**config.mk**
```make
export PLATFORM = sky130hd
export DESIGN_NAME = mem_port_arbiter
export DESIGN_NICKNAME = d
export VERILOG_FILES = /design/src/rtl/mem_port_arbiter.sv
export SDC_FILE = /design/constraint.sdc
export NUM_CORES = 1
export LEC_CHECK = 0
export ABC_AREA = 1
export BUFFER_PORTS_ARGS = -buffer_cell sky130_fd_sc_hd__buf_2
export CAP_MARGIN = 0
export CELL_PAD_IN_SITES_DETAIL_PLACEMENT = 0
export CELL_PAD_IN_SITES_GLOBAL_PLACEMENT = 2
export CORE_UTILIZATION = 27
export CTS_CLUSTER_DIAMETER = 60
export DETAILED_ROUTE_END_ITERATION = 8
export GPL_TIMING_DRIVEN = 0
export PLACE_DENSITY_LB_ADDON = 0.2
export SYNTH_ARGS = -nofsm -noshare
export SYNTH_HDL_FRONTEND = slang
export SYNTH_SLANG_ARGS = --single-unit
export TNS_END_PERCENT = 5
```
**constraint.sdc**
```tcl
create_clock -name clk -period 2.1 [get_ports clk]
set_input_delay 0.42 -clock clk [delete_from_list [all_inputs] [get_ports clk]]
set_output_delay 0.42 -clock clk [all_outputs]
set_load 0.05 [all_outputs]
```
**src/rtl/mem_port_arbiter.sv**
```systemverilog
// Round-robin arbiter sharing one single-port memory between the instruction
// fetch port and the load/store port over a req/ack handshake.
module mem_port_arbiter #(
  parameter logic RESET_LAST_GRANT = 1'b0
) (
  input  logic        clk,
  input  logic        reset,
  input  logic        ip_inst_req,
  input  logic [31:0] ip_inst_addr,
  output logic        op_inst_valid,
  output logic [31:0] op_inst_data,
  input  logic        ip_data_rd,
  input  logic        ip_data_wr,
  input  logic [31:0] ip_data_addr,
  input  logic [3:0]  ip_data_mask,
  input  logic [31:0] ip_data_wdata,
  output logic        op_data_valid,
  output logic [31:0] op_data_rdata,
  output logic        op_mem_req,
  output logic        op_mem_we,
  output logic [31:0] op_mem_addr,
  output logic [3:0]  op_mem_mask,
  output logic [31:0] op_mem_wdata,
  input  logic        ip_mem_ack,
  input  logic [31:0] ip_mem_rdata
);

  typedef enum logic [1:0] {
    IDLE   = 2'd0,
    BUSY_I = 2'd1,
    BUSY_D = 2'd2
  } state_t;

  state_t state;
  logic   last_grant;   // 0 = instruction, 1 = data

  logic inst_pend;
  logic data_pend;
  logic grant_i;
  logic grant_d;
  logic mem_done;

  // A side whose valid is pulsing has not yet dropped its request; mask it.
  always_comb begin
    inst_pend = ip_inst_req & ~op_inst_valid;
    data_pend = (ip_data_rd | ip_data_wr) & ~op_data_valid;
    grant_i   = 1'b0;
    grant_d   = 1'b0;
    if (state == IDLE) begin
      if (inst_pend && data_pend) begin
        grant_d = ~last_grant;
        grant_i = last_grant;
      end else begin
        grant_i = inst_pend;
        grant_d = data_pend;
      end
    end
  end

  assign mem_done = ip_mem_ack & op_mem_req;

  always_ff @(posedge clk or negedge reset) begin
    if (!reset) begin
      state         <= IDLE;
      last_grant    <= RESET_LAST_GRANT;
      op_mem_req    <= 1'b0;
      op_mem_we     <= 1'b0;
      op_mem_addr   <= '0;
      op_mem_mask   <= '0;
      op_mem_wdata  <= '0;
      op_inst_valid <= 1'b0;
      op_data_valid <= 1'b0;
      op_inst_data  <= '0;
      op_data_rdata <= '0;
    end else begin
      op_inst_valid <= 1'b0;
      op_data_valid <= 1'b0;
      case (state)
        IDLE: begin
          if (grant_d) begin
            state        <= BUSY_D;
            last_grant   <= 1'b1;
            op_mem_req   <= 1'b1;
            op_mem_we    <= ip_data_wr;
            op_mem_addr  <= ip_data_addr;
            op_mem_mask  <= ip_data_mask;
            op_mem_wdata <= ip_data_wdata;
          end else if (grant_i) begin
            state        <= BUSY_I;
            last_grant   <= 1'b0;
            op_mem_req   <= 1'b1;
            op_mem_we    <= 1'b0;
            op_mem_addr  <= ip_inst_addr;
            op_mem_mask  <= '1;
            op_mem_wdata <= ip_data_wdata;
          end
        end
        BUSY_I: begin
          if (mem_done) begin
            state         <= IDLE;
            op_mem_req    <= 1'b0;
            op_inst_valid <= 1'b1;
            op_inst_data  <= ip_mem_rdata;
          end
        end
        BUSY_D: begin
          if (mem_done) begin
            state         <= IDLE;
            op_mem_req    <= 1'b0;
            op_data_valid <= 1'b1;
            op_data_rdata <= ip_mem_rdata;
          end
        end
        default: begin
          state      <= IDLE;
          op_mem_req <= 1'b0;
        end
      endcase
    end
  end

endmodule
```
## Yosys cells after proc, flatten, opt, wreduce, memory -nomap -nowiden

Index checks and enable logic that the tools add are counted.

| cells by class | value |
|---|---|
| equal/unequal tests | 4 |
| bitwise operators | 7 |
| mux-type cells | 24 |
| reductions and logical operators | 8 |

Operators by type and width:

| kind | count |
|---|---|
| two-way mux 32 bit | 4 |
| two-way mux 1 bit | 13 |
| two-way mux 4 bit | 2 |
| AND reduction 2 bit | 4 |
| two-way mux 2 bit | 3 |
| case mux 2 bit (2 select lines) | 1 |
| bitwise AND 1 bit | 3 |
| inequality test 3 bit, second input constant | 1 |
| NOT 1 bit | 3 |
| equality test 2 x 1 -> 1 bit, second input constant | 1 |
| equality test 2 bit, second input constant | 1 |
| zero test 2 bit | 1 |
| inequality test 2 x 1 -> 1 bit, second input constant | 1 |
| case mux 1 bit (2 select lines) | 1 |
| nonzero test 2 bit | 1 |
| OR reduction 2 bit | 1 |
| logical AND 1 bit | 1 |
| bitwise OR 1 bit | 1 |

| storage, ports and cells | value |
|---|---|
| output and inout bits | 136 |
| word-level logic and storage cells | 54 |
| bits in registers | 139 |

## Longest topological paths before layout

| logic depth | value |
|---|---|
| depth in word-level cells | 8 |
| depth in mapped cells | 8 |
| depth with buffers taken out | 6 |

## Worst setup path before layout

OpenSTA, ideal clock, no wires.

| timing path | value |
|---|---|
| path kind | register to register |
| start point | register op_data_valid |
| end point | register op_mem_addr[0] |
| cell stages (with the launch flop) | 8 |
| slack | 523 ps |
| data arrival time | 1,511 ps |
| cell sequence | dfrtp_1 o21bai_2 nand2_1 nand2_1 buf_2 buf_4 nand2_1 nand2_1 |

| between the ends | value |
|---|---|
| cells in the longest elaborated chain, start to end | 7 |

Ends and longest elaborated chain:

| item | RTL line | source |
|---|---|---|
| from (decl) | 17 | `output logic op_data_valid,` |
| from (signal assigned) | 72 | `op_data_valid <= 1'b0;` |
| from (signal assigned) | 77 | `op_data_valid <= 1'b0;` |
| from (signal assigned) | 110 | `op_data_valid <= 1'b1;` |
| NOT 1 bit * | 46 | `data_pend = (ip_data_rd \| ip_data_wr) & ~op_data_valid;` |
| bitwise AND 1 bit * | 46 |  |
| logical AND 1 bit | 50 | `if (inst_pend && data_pend) begin` |
| two-way mux 1 bit | 50 |  |
| two-way mux 1 bit | 49 | `if (state == IDLE) begin` |
| nonzero test 2 bit (no source line) | - |  |
| AND reduction 2 bit (no source line) | - |  |
| to (signal assigned) | 85 | `op_mem_addr <= ip_data_addr;` |
| to (signal assigned) | 93 | `op_mem_addr <= ip_inst_addr;` |
| to (decl) | 21 | `output logic [31:0] op_mem_addr,` |

Mark *: on every way between the ends. The rest lies on a longest branch, timed or not.
A chain may end at the register's enable or synchronous reset.

## Worst setup path in the final report

| timing path | value |
|---|---|
| start point | register state[0] |
| end point | register op_mem_wdata[20] |

| between the ends | value |
|---|---|
| cells in the longest elaborated chain, start to end | 4 |

Ends and longest elaborated chain:

| item | RTL line | source |
|---|---|---|
| from (decl) | 34 | `state_t state;` |
| from (signal assigned) | 64 | `state <= IDLE;` |
| from (signal assigned) | 81 | `state <= BUSY_D;` |
| from (signal assigned) | 89 | `state <= BUSY_I;` |
| zero test 2 bit * | 49, 78 |  |
| two-way mux 1 bit | 49 |  |
| nonzero test 2 bit (no source line) | - |  |
| AND reduction 2 bit (no source line) | - |  |
| to (signal assigned) | 87 | `op_mem_wdata <= ip_data_wdata;` |
| to (signal assigned) | 95 | `op_mem_wdata <= ip_data_wdata;` |
| to (decl) | 23 | `output logic [31:0] op_mem_wdata,` |

Marked as above.

==> flow_results.org <==
** Detailed routing
- Routed len/inst :: 14.9 um
- The first TritonRoute pass finished after 5 iterations.
- Detail-routed via count per cell :: about 4.2
- For this block, the routed nets add up to 18700 um of wire.
- The routed layout has roughly 5300 vias.
- In this run the remaining antenna-violating nets after routing total 0.
- Total DRC errors in the routed layout :: 0
- Number of design-rule violations left by the first detailed-router iteration :: around 190

** Die
- The die is 149 um wide.
- Area of the die :: 0.0222 mm2
- Once the floorplan was initialized, standard cells occupied between 20% and 30% of the core.
- Placement Rows :: 53
- Die span in y :: 149 um
- I/O pin cnt :: approximately 270
- Core box area :: 0.0211 mm2

** Worst setup path
- Element type at the critical path end :: register
- The worst setup path is launched from a register.
- Along the worst path, the maximum fanout reaches 10.
- STA puts the critical path data required time at between 2 and 2.5 ns.
- Signal arrival time at the worst endpoint :: ~2 ns
- The critical path in this run is classified as register to register.

** Clock network
- Post CTS Setup Buffer Count :: 0
- Clock transition at the registers of the reported paths :: about 0.070 ns
- Once the clock tree was built, the resizer swapped 0 gates to a different size.
- In this run, post-CTS hold repair placed 0 buffers.
- The H-tree was split into 4 levels.
- TritonCTS built the clock tree.
- Clock latency on the worst-skew pair :: 0.42 ns
- Counting every sink on the clock net gives 139.
- No sink is reached through more buffers than the 2 on the longest clock path.
- Cell at the root of the clock tree :: sky130_fd_sc_hd__clkbuf_16
- TritonCTS created 17 clock buffers.

** Placed design
- Placer Congestion :: about 0.76
- HPWL Detailed :: 13800 um
- Buffers added on ports :: 273
- OpenSTA, run right after detailed placement, puts the worst setup slack at 0.303 ns.
- After detailed placement, the design holds a cell count of 1223.

** STA
- Worst Max-Slew Pin Slew :: approximately 0.76 ns
- Max-slew headroom :: 49.4%
- WHS :: 0.0429 ns
- The worst path uses ~80% of the clock period.
- The total count of max-transition violations in the final report came to 0.
- Setup violations remaining at the end of the flow were counted as 0.
- Setup repair after global routing missed its margin :: no
- The worst path meets setup with around 0.41 ns of slack.
- The worst path in the final design needs a cycle of between 1.5 and 2 ns, including I/O delays and setup.
- For the final database, setup skew stands at about 0.011 ns.
- For this run, the top clock speed supported by timing is about 0.59 GHz.
- Final Hold Fails :: 0

** Synth
- In this run the mean area of a mapped cell was 8.65 um2.
- Leading area contributor after synthesis :: sky130_fd_sc_hd__dfrtp_1
- By instance count, the leading cell after synthesis is sky130_fd_sc_hd__nand2_1.
- Counting flops with an async set or reset pin after synthesis yields a share of 100%.
- Ranked by instance count, the synthesized netlist is headed by sky130_fd_sc_hd__nand2_1 (270), sky130_fd_sc_hd__dfrtp_1 (139), sky130_fd_sc_hd__inv_1 (71).
- Post-synth top area share :: around three fifths
- Sequential cells were found to cover 59.6% of the synthesized design area.
- Post-Synthesis Cell Area :: between 0.005 and 0.006 mm2
- Number of distinct library cells after synthesis :: 17
- Synthesis inferred ~140 register bits.
- The cell count after synthesis came out at 674.
- In the synthesized netlist the dominant register cell turns out to be sky130_fd_sc_hd__dfrtp_1.
- Synthesis produced a netlist with a net count of 815.
- Largest cells by area after synthesis :: sky130_fd_sc_hd__dfrtp_1 (60%), sky130_fd_sc_hd__nand2_1 (17%), sky130_fd_sc_hd__o21ai_0 (5.6%)
- Synthesis Warnings :: 0
- Counting flops with a built-in enable in the synthesized netlist gives 0.

** Cells and area
- Once layout is complete, the cells apart from fillers number 1256.
- Fraction of the core area covered by cells at the end of the flow :: 38.6%
- Area Overhead vs Synth :: 39.5%
- Layout cell share with drive strength beyond 1 :: 33.1%
- After filler insertion, the fill cell instance count of the layout stands at between 2000 and 2500.
- In the final layout, the multi-input gates occupy approximately 0.0019 mm2.
- Net count reported at finish :: 1108
- The sequential cells in the finished layout cover a total of 0.00348 mm2.

** Pwr
- Tot Pwr :: 16.4 mW
- In this run the static leakage power is 4.69 nW.
- Power spread over the standard cell area amounts to about 2000 mW/mm2.
- Maximum ir drop on the vdd rail :: ~900 uV

** Run status
- The flow ran to the end, and the final reports show no timing, DRC or antenna violations.

** GRT
- The number of global-route vias before repair is 5508.
- Residual overflow from global routing :: 0
- Largest net degree at the start of global routing :: 79
- The first global-routing pass estimated 29600 um of wire.
- All-Layer GR Usage :: 17.5%
- The number of antenna violations at the first check in global routing was 2.

** Job
- Across the run, the number of max-cap violations was 0.

** Worst hold path
- In this run the worst hold path is classified as input port to async pin.
-- worst paths after layout --
path | slack [ns] | startpoint | cells past startpoint | to
setup / recovery | 0.41 | state[0] | 7 | op_mem_wdata[20]
hold / removal | 0.04 | reset | 1 | op_mem_addr[10]
setup reg to reg | 0.41 | state[0] | 7 | op_mem_wdata[20]
hold reg to reg | 0.47 | last_grant | 2 | last_grant
max in group asynchronous | 1.26 | reset | 2 | op_data_rdata[3]
min in group clk | 0.19 | ip_data_wdata[14] | 3 | op_mem_wdata[14]
-- sequential cells by signal, summed over array words and instances, names as in the netlist, 2 cells and up --
signal,count
state,2
op_data_rdata,32
op_mem_addr,32
op_mem_mask,4
op_mem_wdata,32
op_inst_data,32
-- stage by stage --
step / TNS [ns] / area [um2]
floorplan: 0 / 5830
global placement: -223.68 / 7540
detailed placement: 0 / 7580
CTS: 0 / 8130
global route: 0 / 8130
finish: 0 / 8140
-- critical path, stage by stage, from the launching register on --
cell and delay (ns):
sky130_fd_sc_hd__dfrtp_1 0.39, sky130_fd_sc_hd__inv_1 0.09, sky130_fd_sc_hd__ha_1 0.23, sky130_fd_sc_hd__inv_1 0.10
sky130_fd_sc_hd__a21oi_4 0.22, sky130_fd_sc_hd__clkbuf_1 0.40, sky130_fd_sc_hd__nand2_1 0.11, sky130_fd_sc_hd__nand2_1 0.08
-- final cells by class --
class / count / share of cell area (%)
Sequential cell: 139 / 42.7
Timing Repair Buffer: 274 / 17.2
Clock inverter: 15 / 1.63
Buffer: 38 / 2.25
Inverter: 71 / 3.28
Tap cell: 275 / 4.23
Multi-Input combinational cell: 426 / 23.4
Antenna cell: 1 / 0.0308
Clock buffer: 17 / 5.23
-- report_power, final --
group          leakage [nW]  switching [mW]  internal (mW)
Clock                 0.268            1.31           1.56
Combinational          2.70            7.00           1.93
Sequential             1.72           0.643           3.98
Total                  4.69            8.95           7.46
-- cell families after synthesis --
| logic type | count (synthesis) | synth area share [%] |
|---|---|---|
| compound gates | 69 | 6.22 |
| simple gates | 354 | 25.8 |
| fa+ha+maj | 3 | 0.644 |
| flops | 139 | 59.6 |
| buf+inv | 109 | 7.70 |
-- layer usage --
metal / part of all wire [%] / up-vias / global-route usage [%]
li1: - / 2668 / -
met1: 45 / 2430 / 22.1
met2: 46 / 183 / 28.0
met3: 7.5 / 19 / 6.42
met4: 1.7 / 4 / 4.90
met5: 0.14 / - / 0
-- cell usage in the layout, fill, tap and decap left out, types with 3 or more instances in the layout --
master,instances
sky130_fd_sc_hd__buf_2,280
sky130_fd_sc_hd__nand2_1,270
sky130_fd_sc_hd__dfrtp_1,139
sky130_fd_sc_hd__inv_1,71
sky130_fd_sc_hd__o21ai_0,65
sky130_fd_sc_hd__nand3_1,38
sky130_fd_sc_hd__nand3b_1,32
sky130_fd_sc_hd__clkbuf_1,17
sky130_fd_sc_hd__clkbuf_16,17
sky130_fd_sc_hd__nor2_1,13
sky130_fd_sc_hd__buf_1,6
sky130_fd_sc_hd__buf_4,6
sky130_fd_sc_hd__inv_6,6
sky130_fd_sc_hd__ha_1,3
sky130_fd_sc_hd__clkinvlp_4,3
No activity file was read; power rests on OpenSTA's default activity.
